==> src/rtl/fetch_stage.sv <==
// Instruction-fetch stage: owns the PC, requests words from the icache and queues {instr, PC+4} for the IF/DC latch.
// Optional performance counters are built when FETCH_PERF_EN is defined.
module fetch_stage #(
    parameter logic [31:0] PC_INIT     = 32'h0000_0000,
    parameter int          BUF_DEPTH   = 2,
    parameter logic [5:0]  HALT_OPCODE = 6'b111111
) (
    input  logic        CLK,
    input  logic        RST,
    input  logic        ihit,
    input  logic [31:0] iload,
    output logic        iREN,
    output logic [31:0] iaddr,
    input  logic        pipe1_en,
    input  logic        redirect_en,
    input  logic [31:0] redirect_pc,
    output logic        fetch_valid,
    output logic [31:0] imemload_o,
    output logic [31:0] npc_o,
    output logic        flushed1,
    output logic        halted,
    output logic [1:0]  state_dbg
`ifdef FETCH_PERF_EN
    ,
    output logic [31:0] fetch_cnt,
    output logic [31:0] stall_cnt,
    output logic [15:0] flush_cnt
`endif
);

    localparam int PTR_W = $clog2(BUF_DEPTH);
    localparam int CNT_W = PTR_W + 1;
    localparam logic [CNT_W-1:0] FULL_CNT = CNT_W'(BUF_DEPTH);

    typedef enum logic [1:0] {
        S_FETCH  = 2'd0,
        S_DRAIN  = 2'd1,
        S_HALTED = 2'd2
    } state_t;

    state_t      state_q, state_d;
    logic [31:0] pc_q, pc_d;
    logic [31:0] pend_addr_q, pend_addr_d;

    logic [31:0]      instr_mem [BUF_DEPTH];
    logic [31:0]      npc_mem   [BUF_DEPTH];
    logic [PTR_W-1:0] rd_ptr_q, wr_ptr_q;
    logic [CNT_W-1:0] count_q;

    logic push, pop, flush, fifo_full, fifo_empty, is_halt;

    // Handshakes: icache side, iREN is the request and ihit completes it in the
    // cycle both are 1; consumer side, fetch_valid offers the head and pipe1_en
    // takes it in the cycle both are 1. A redirect overrides both sides.
    always_comb begin
        fifo_empty  = (count_q == '0);
        fifo_full   = (count_q == FULL_CNT);
        fetch_valid = !fifo_empty;
        imemload_o  = fifo_empty ? 32'h0 : instr_mem[rd_ptr_q];
        npc_o       = fifo_empty ? 32'h0 : npc_mem[rd_ptr_q];
        is_halt     = (iload[31:26] == HALT_OPCODE);
        flush       = redirect_en && !RST;
        flushed1    = flush;
        halted      = (state_q == S_HALTED);
        state_dbg   = state_q;
    end

    always_comb begin
        state_d     = state_q;
        pc_d        = pc_q;
        pend_addr_d = pend_addr_q;
        iREN        = 1'b0;
        iaddr       = pc_q;
        push        = 1'b0;
        pop         = 1'b0;

        case (state_q)
            S_FETCH: iREN = !fifo_full;
            S_DRAIN: begin
                iREN  = 1'b1;
                iaddr = pend_addr_q;
            end
            default: ;
        endcase
        if (RST) begin
            iREN = 1'b0;
        end

        if (flush) begin
            // While draining, pc_q already holds the redirect target.
            if (state_q == S_FETCH && iREN && !ihit) begin
                pend_addr_d = pc_q;
                pc_d        = redirect_pc;
                state_d     = S_DRAIN;
            end else if (state_q == S_DRAIN && !ihit) begin
                pc_d = redirect_pc;
            end else begin
                pc_d    = redirect_pc;
                state_d = S_FETCH;
            end
        end else begin
            pop = fetch_valid && pipe1_en;
            case (state_q)
                S_FETCH: begin
                    if (iREN && ihit) begin
                        push = 1'b1;
                        if (is_halt) begin
                            state_d = S_HALTED;
                        end else begin
                            pc_d = pc_q + 32'd4;
                        end
                    end
                end
                S_DRAIN: begin
                    if (ihit) begin
                        state_d = S_FETCH;
                    end
                end
                default: ;
            endcase
        end
    end

    always_ff @(posedge CLK) begin
        if (RST) begin
            state_q     <= S_FETCH;
            pc_q        <= PC_INIT;
            pend_addr_q <= 32'h0;
            rd_ptr_q    <= '0;
            wr_ptr_q    <= '0;
            count_q     <= '0;
        end else begin
            state_q     <= state_d;
            pc_q        <= pc_d;
            pend_addr_q <= pend_addr_d;
            if (flush) begin
                rd_ptr_q <= '0;
                wr_ptr_q <= '0;
                count_q  <= '0;
            end else begin
                if (push) begin
                    wr_ptr_q <= wr_ptr_q + PTR_W'(1);
                end
                if (pop) begin
                    rd_ptr_q <= rd_ptr_q + PTR_W'(1);
                end
                case ({push, pop})
                    2'b10:   count_q <= count_q + CNT_W'(1);
                    2'b01:   count_q <= count_q - CNT_W'(1);
                    default: ;
                endcase
            end
        end
    end

    // Payload storage needs no reset; validity is carried by count_q.
    always_ff @(posedge CLK) begin
        if (push) begin
            instr_mem[wr_ptr_q] <= iload;
            npc_mem[wr_ptr_q]   <= pc_q + 32'd4;
        end
    end

`ifdef FETCH_PERF_EN
    always_ff @(posedge CLK) begin
        if (RST) begin
            fetch_cnt <= 32'h0;
            stall_cnt <= 32'h0;
            flush_cnt <= 16'h0;
        end else if (state_q != S_HALTED) begin
            if (push && fetch_cnt != 32'hFFFF_FFFF) begin
                fetch_cnt <= fetch_cnt + 32'd1;
            end
            if (iREN && !ihit && stall_cnt != 32'hFFFF_FFFF) begin
                stall_cnt <= stall_cnt + 32'd1;
            end
            if (flush && flush_cnt != 16'hFFFF) begin
                flush_cnt <= flush_cnt + 16'd1;
            end
        end
    end
`endif

endmodule

==> config.mk <==
export PLATFORM = sky130hd
export DESIGN_NAME = fetch_stage
export DESIGN_NICKNAME = d
export VERILOG_FILES = /design/src/rtl/fetch_stage.sv
export SDC_FILE = /design/constraint.sdc
export NUM_CORES = 1
export LEC_CHECK = 0
export BUFFER_PORTS_ARGS = -buffer_cell sky130_fd_sc_hd__buf_4
export CAP_MARGIN = 15
export CORE_MARGIN = 3
export CORE_UTILIZATION = 45
export DETAILED_ROUTE_END_ITERATION = 16
export HOLD_SLACK_MARGIN = 0.06
export PLACE_DENSITY = 0.71
export SLEW_MARGIN = 20
export SYNTH_ARGS = -nofsm -noshare
export SYNTH_HDL_FRONTEND = slang
export SYNTH_SLANG_ARGS = --single-unit
==> constraint.sdc <==
create_clock -name CLK -period 13.9 [get_ports CLK]
set_input_delay 1.39 -clock CLK [delete_from_list [all_inputs] [get_ports CLK]]
set_output_delay 1.39 -clock CLK [all_outputs]
set_load 0.01 [all_outputs]
==> results.yml, run 1 <==
status:
  status: "complete, no violations"
run:
  drv_cap: 0
worst_setup_path:
  reg2reg_to: "instr_mem[0][12]$_DFFE_PP_"
  r2r_cells: 6
  reg2reg_from: "count_q[0]$_SDFFE_PP0P_"
  critical_path_required_ns: 12.51
  critPathLaunchType: "input port"
  cp_max_fo: 64
  worst-setup-path-type: "input port to primary output"
  reg2reg_slack_ns: 11.34
  cp-end-kind: "primary output"
  arrival_ns: 2.55
routing:
  via_per_inst: 5.222
  drt-initial-drc-count: 395
  wire_per_inst_um: 17.11
  wirelength_mm: 20.19
  drc: 0
  route.vias.total: 6162
  first_pass_iters: 5
  drtAntennaViolNets: 0
global_route:
  grt_usage_pct: 18.80
  grt_pass1_wl_mm: 32.06
  antenna_found_initial: 0
  overflow: 0
  grt_max_degree: 66
  grt_pass1_vias: 5899
cts:
  clkLatencyLatePin_ns: 0.43
  cts_tree: "built"
  clkSinkCount: 199
  htreeDepth: 4
  post_cts_buffers: 0
  ctsResizeCount: 0
  clk_path_buf_depth: 2
  cts_inserted_buffers: 17
  path_clk_slew_ns: 0.07
  cts-root-buf: "clkbuf_16"
  cts_hold_buffers: 0
place:
  place_congestion: 0.8399
  hpwlAfterDp_mm: 13.66
  placed_area_um2: 10250
  place_ws_ns: 9.981
  placedCellCount: 1147
  port_buffers: 170
die:
  die_x_um: 146.1
  ios: 171
  die_area_um2: 21340
  num_rows: 50
  start_util_pct: 46.42
  core_um2: 19020
  die_h_um: 146.1
synth:
  synth_ff_type: "edfxtp_1"
  synth_fp_nets: 843
  synth_area_leaders: "edfxtp_1, dfxtp_1, mux2i_1"
  yosys.area_share.xor_xnor_pct: 4.663
  synth_fa_ha_area_share_pct: 0.2834
  ys_ff_latch: 199
  synth_top_family_by_area: "simple AND/OR/NAND/NOR gates"
  synth_area_um2: 8828
  synth.avg_cell_area_um2: 11.44
  syn_inst: 772
  synth_top_area_share_pct: 43.54
  post-synth-top-count-cell: "edfxtp_1"
  yosysTopAreaCell: "edfxtp_1"
  synth_edf_count: 128
  synthArstFlopShare_pct: 0
  synthDistinctLibCells: 52
  muxShareOfSynthArea_pct: 11.55
  synth_top_cells_by_count: "edfxtp_1, nor2_1, nand2_1"
  ys_warn_count: 0
  synth-simple-area-share_pct: 14.71
  synth_compound_area_share_pct: 5.768
  yosysSeqAreaShare_pct: 59.64
worst_hold_path:
  min-delay-start: "pend_addr_q[13]$_SDFFE_PP0P_"
  hold_class: "flip-flop to flip-flop"
  holdPathStages: 2
  holdPathEnd: "pend_addr_q[13]$_SDFFE_PP0P_"
power_and_ir_drop:
  powerDensity_nw_per_um2: 115.5
  ir_worst_vdd_mv: 0.09809
  power_mw: 1.254
  p_leak_nw: 3.922
layout:
  drive_above_1_share_pct: 28.04
  antennaDiodeCount: 0
  area_growth_syn_to_layout_pct: 22.95
  fin_nets: 978
  final_design_area_no_fill_um2: 10850
  final_core_util_pct: 57.07
  final_cells: 1180
sta:
  hold_slack_ns: 0.4537
  tightest_slew_ns: 0.8532
  setup-tns-final_ns: 0
  fin_crit_ns: 3.942
  slew_headroom_pct: 43.12
  fmax_mhz: 253.7
  hold_viol: 0
  finalWorstSetupSlack_ns: 9.958
  drv_slew: 0
  fin_crit_sh_pct: 28.36
  rsz0062_at_grt: "false"
  setup_violations: 0
  final.setup_skew_ns: 0.006145
==> final cells by class <==
class	count	area, um^2
fillers	1651	8164
flip-flops and latches	199	5269
multi-input cells	501	3283
repair buffers	180	1371
clock buffers	17	425.4
well taps	260	325.3
clock inverters	15	150.1
inverters	8	30.03
==> report_power, final <==
group / internal, mW / switching [mW] / total, mW
sequential: 0.648 / 0.0188 / 0.667
clock: 0.240 / 0.237 / 0.478
combinational: 0.0519 / 0.0569 / 0.109
total: 0.941 / 0.313 / 1.25
==> worst max-delay path, cell delays in order <==
cell and delay (ns):
buf_4 0.54, nor2_1 0.22, buf_4 0.23, buf_4 0.15
==> cells in the final DEF (no fill, tap or decap), drive strengths merged, types with 6 or more instances in the layout <==
cell | Yosys | final
buf | 15 | 180
clkbuf | 49 | 17
inv | 8 | 18
a21oi | 36 | 36
nor3 | 13 | 13
and3 | 6 | 6
and2 | 6 | 6
nor4 | 6 | 6
edfxtp | 128 | 128
o21ai | 6 | 6
xnor2 | 36 | 36
xor2 | 11 | 11
and4 | 10 | 10
nor2 | 109 | 109
dfxtp | 71 | 71
a211oi | 13 | 13
nand4 | 13 | 13
nand3 | 14 | 14
mux2 | 31 | 31
mux2i | 67 | 67
nand2 | 82 | 82
==> how the worst max path moves through the flow <==
stage / startpoint / endpoint / slack (ns) / depth (start not counted)
5_1_grt: RST / flushed1 / 9.89 / 4
3_5_place_dp: RST / flushed1 / 9.98 / 4
2_1_floorplan: RST / instr_mem[0][0]$_DFFE_PP_ / 8.38 / 7
4_1_cts: RST / flushed1 / 9.98 / 4
6_report: RST / flushed1 / 9.96 / 4
3_3_place_gp: RST / flushed1 / 9.99 / 4
==> metal layers <==
layer  wire length, um  GRT usage [%]
met1              9103          26.87
met2              9420          29.15
met3              1367          4.376
met4               295          4.939
met5                 0              0
==> cells by family after synthesis <==
family,after synthesis
fa+ha+maj,2
compound gates,80
flops,199
simple gates,274
buf+inv,72
xor+xnor,47
mux,98
==> state kept, by name, indices dropped and copies added (netlist names), named ones only <==
| register | flops |
|---|---|
| instr_mem | 64 |
| state_dbg | 2 |
| pend_addr_q | 32 |
| count_q | 2 |
| rd_ptr_q | 1 |
| pc_q | 32 |
| npc_mem | 64 |
| wr_ptr_q | 1 |
(Power assumes the default switching activity.)
==> run 2: changes to the inputs <==
==> constraint.sdc (replaced) <==
create_clock -name CLK -period 4 [get_ports CLK]
set_input_delay 0.4 -clock CLK [delete_from_list [all_inputs] [get_ports CLK]]
set_output_delay 0.4 -clock CLK [all_outputs]
set_load 0.01 [all_outputs]
==> run 2 against run 1 <==
  * Clock power grew to 3.7 times the previous value
  * Largest power group unchanged
  * Die area stayed put
  * Core utilization is 0.29 points higher
  * Register-to-register slack worse by 9.7 ns
==> results.yml, run 2 (synthesis gave the netlist of run 1 again) <==
status:
  status: "complete, no violations"
cts:
  clkSinkCount: 199
  cts_tree: "built"
  post_cts_buffers: 0
  cts_inserted_buffers: 17
  clk_path_buf_depth: 2
  htreeDepth: 4
  cts_hold_buffers: 0
  ctsResizeCount: 0
  clkLatencyLatePin_ns: 0.43
  cts-root-buf: "clkbuf_16"
  path_clk_slew_ns: 0.07
layout:
  antennaDiodeCount: 0
  final_cell_mix: "buf_4, edfxtp_1, nor2_1, nand2_1, dfxtp_1"
  drive_above_1_share_pct: 27.93
  final_cells: 1180
  final_common_cell: "buf_4"
  reg.largest.list: "instr_mem x64, npc_mem x64"
  num-fill-cells: 1653
  area_growth_syn_to_layout_pct: 23.57
  fin_nets: 978
routing:
  wire_per_inst_um: 17.14
  wirelength_mm: 20.22
  drtAntennaViolNets: 0
  first_pass_iters: 4
  via_per_inst: 5.266
  drc: 0
  drt-initial-drc-count: 406
  route.vias.total: 6214
power_and_ir_drop:
  p_leak_nw: 3.936
  powerDensity_nw_per_um2: 409.6
  ir_worst_vdd_mv: 0.3241
worst_setup_path:
  path_cells: "nor2b_2, buf_4, mux2_2, buf_4"
  cp-end-kind: "primary output"
  arrival_ns: 2.05
  slowest_delay_ns: 0.47
  r2r_cells: 5
  reg2reg_to: "npc_mem[1][28]$_DFFE_PP_"
  worst-setup-path-type: "flip-flop to primary output"
  critical_path_required_ns: 3.60
  slowest_stage: "dfxtp_1"
  reg2reg_slack_ns: 1.63
  reg2reg_from: "count_q[0]$_SDFFE_PP0P_"
  critPathMostFrequentCell: "buf_4"
  cp_max_fo: 33
  critPathLaunchType: "flip-flop"
sta:
  rsz0062_at_grt: "false"
  hold_viol: 0
  fmax_mhz: 407.5
  setup_violations: 0
  final.setup_skew_ns: 0.009059
  fin_crit_ns: 2.454
  slew_headroom_pct: 39.22
  drv_slew: 0
  fin_crit_sh_pct: 61.34
  tightest_slew_ns: 0.9084
  setup-tns-final_ns: 0
run:
  drv_cap: 0
worst_hold_path:
  holdPathStages: 1
  hold_class: "input port to flip-flop"
  holdPathEnd: "instr_mem[0][19]$_DFFE_PP_"
  min-delay-start: "iload[19]"
die:
  die_x_um: 146.1
  die_area_um2: 21340
  die_h_um: 146.1
  num_rows: 50
  ios: 171
  start_util_pct: 46.42
  core_um2: 19020
global_route:
  grt_pass1_vias: 6035
  overflow: 0
  grt_max_degree: 65
  grt_usage_pct: 18.90
  grt_pass1_wl_mm: 32.55
  antenna_found_initial: 0
place:
  hpwlAfterDp_mm: 13.65
  port_buffers: 170
  place_congestion: 0.8592
  placedCellCount: 1147
[run 2: cell count changes in the layout (fill, tap and decap cells not counted), moves of 2 or more]
cell,change
buf_12,+3
buf_4,-2
bufinv_16,+3
inv_6,+2
inv_8,-5
[run 2: metrics by stage]
| stage | hold slack (ns) | util (%) | setup slack [ns] | cell area, um^2 | power, mW |
|---|---|---|---|---|---|
| after floorplan | 0.4329 | - | 0.5363 | 8831 | 2.559 |
| after global placement | 0.4380 | 54.03 | 1.480 | 10280 | 2.736 |
| after detailed placement | 0.4464 | 54.03 | 1.375 | 10280 | 2.745 |
| after CTS | 0.1418 | 57.26 | 1.410 | 10890 | 4.510 |
| after global routing | 0.1363 | 57.36 | 1.409 | 10910 | 4.640 |
| final | 0.1589 | 57.36 | 1.546 | 10910 | 4.469 |
[run 2: power breakdown]
part / switching (mW) / total [mW] / internal, mW
clock: 0.771 / 1.77 / 0.999
combinational: 0.199 / 0.381 / 0.182
sequential: 0.0647 / 2.32 / 2.25
total: 1.03 / 4.47 / 3.43
[run 2: worst max-delay path: cells and delay by family (launching register included)]
family / cells / cell delay, ns
multiplexers: 1 / 0.42
flip-flops: 1 / 0.47
buffers and inverters: 2 / 0.53
AND/OR/NAND/NOR: 1 / 0.19
[run 2: worst max-delay path by stage]
stage	slack [ns]	start	cells after the start	to
floorplan	0.54	RST	7	instr_mem[0][0]$_DFFE_PP_
global placement	1.48	RST	6	npc_mem[1][24]$_DFFE_PP_
detailed placement	1.38	redirect_en	8	count_q[1]$_SDFFE_PP0P_
CTS	1.41	flip-flop	3	npc_o[19]
global route	1.41	flip-flop	4	npc_o[11]
finish	1.55	state_dbg[0]$_SDFFE_PP0P_	4	iaddr[8]
[run 2: routing by layer]
layer	vias to the layer above	wire [um]	part of all wire, %	track usage, %
li1	3013	-	-	-
met5	-	0	0	0
met2	187	9536	47	29.77
met1	2998	9396	46	27.29
met3	16	1105	5.5	3.414
met4	0	182	0.90	4.845
[run 2: cell type report]
class	instances	area [um^2]	area share, %
multi-input combinational	501	3283	30.10
sequential	199	5269	48.30
clock buffer	17	425.4	3.900
tap	260	325.3	2.982
inverter	8	30.03	0.2753
clock inverter	15	187.7	1.720
timing repair buffer	180	1389	12.73
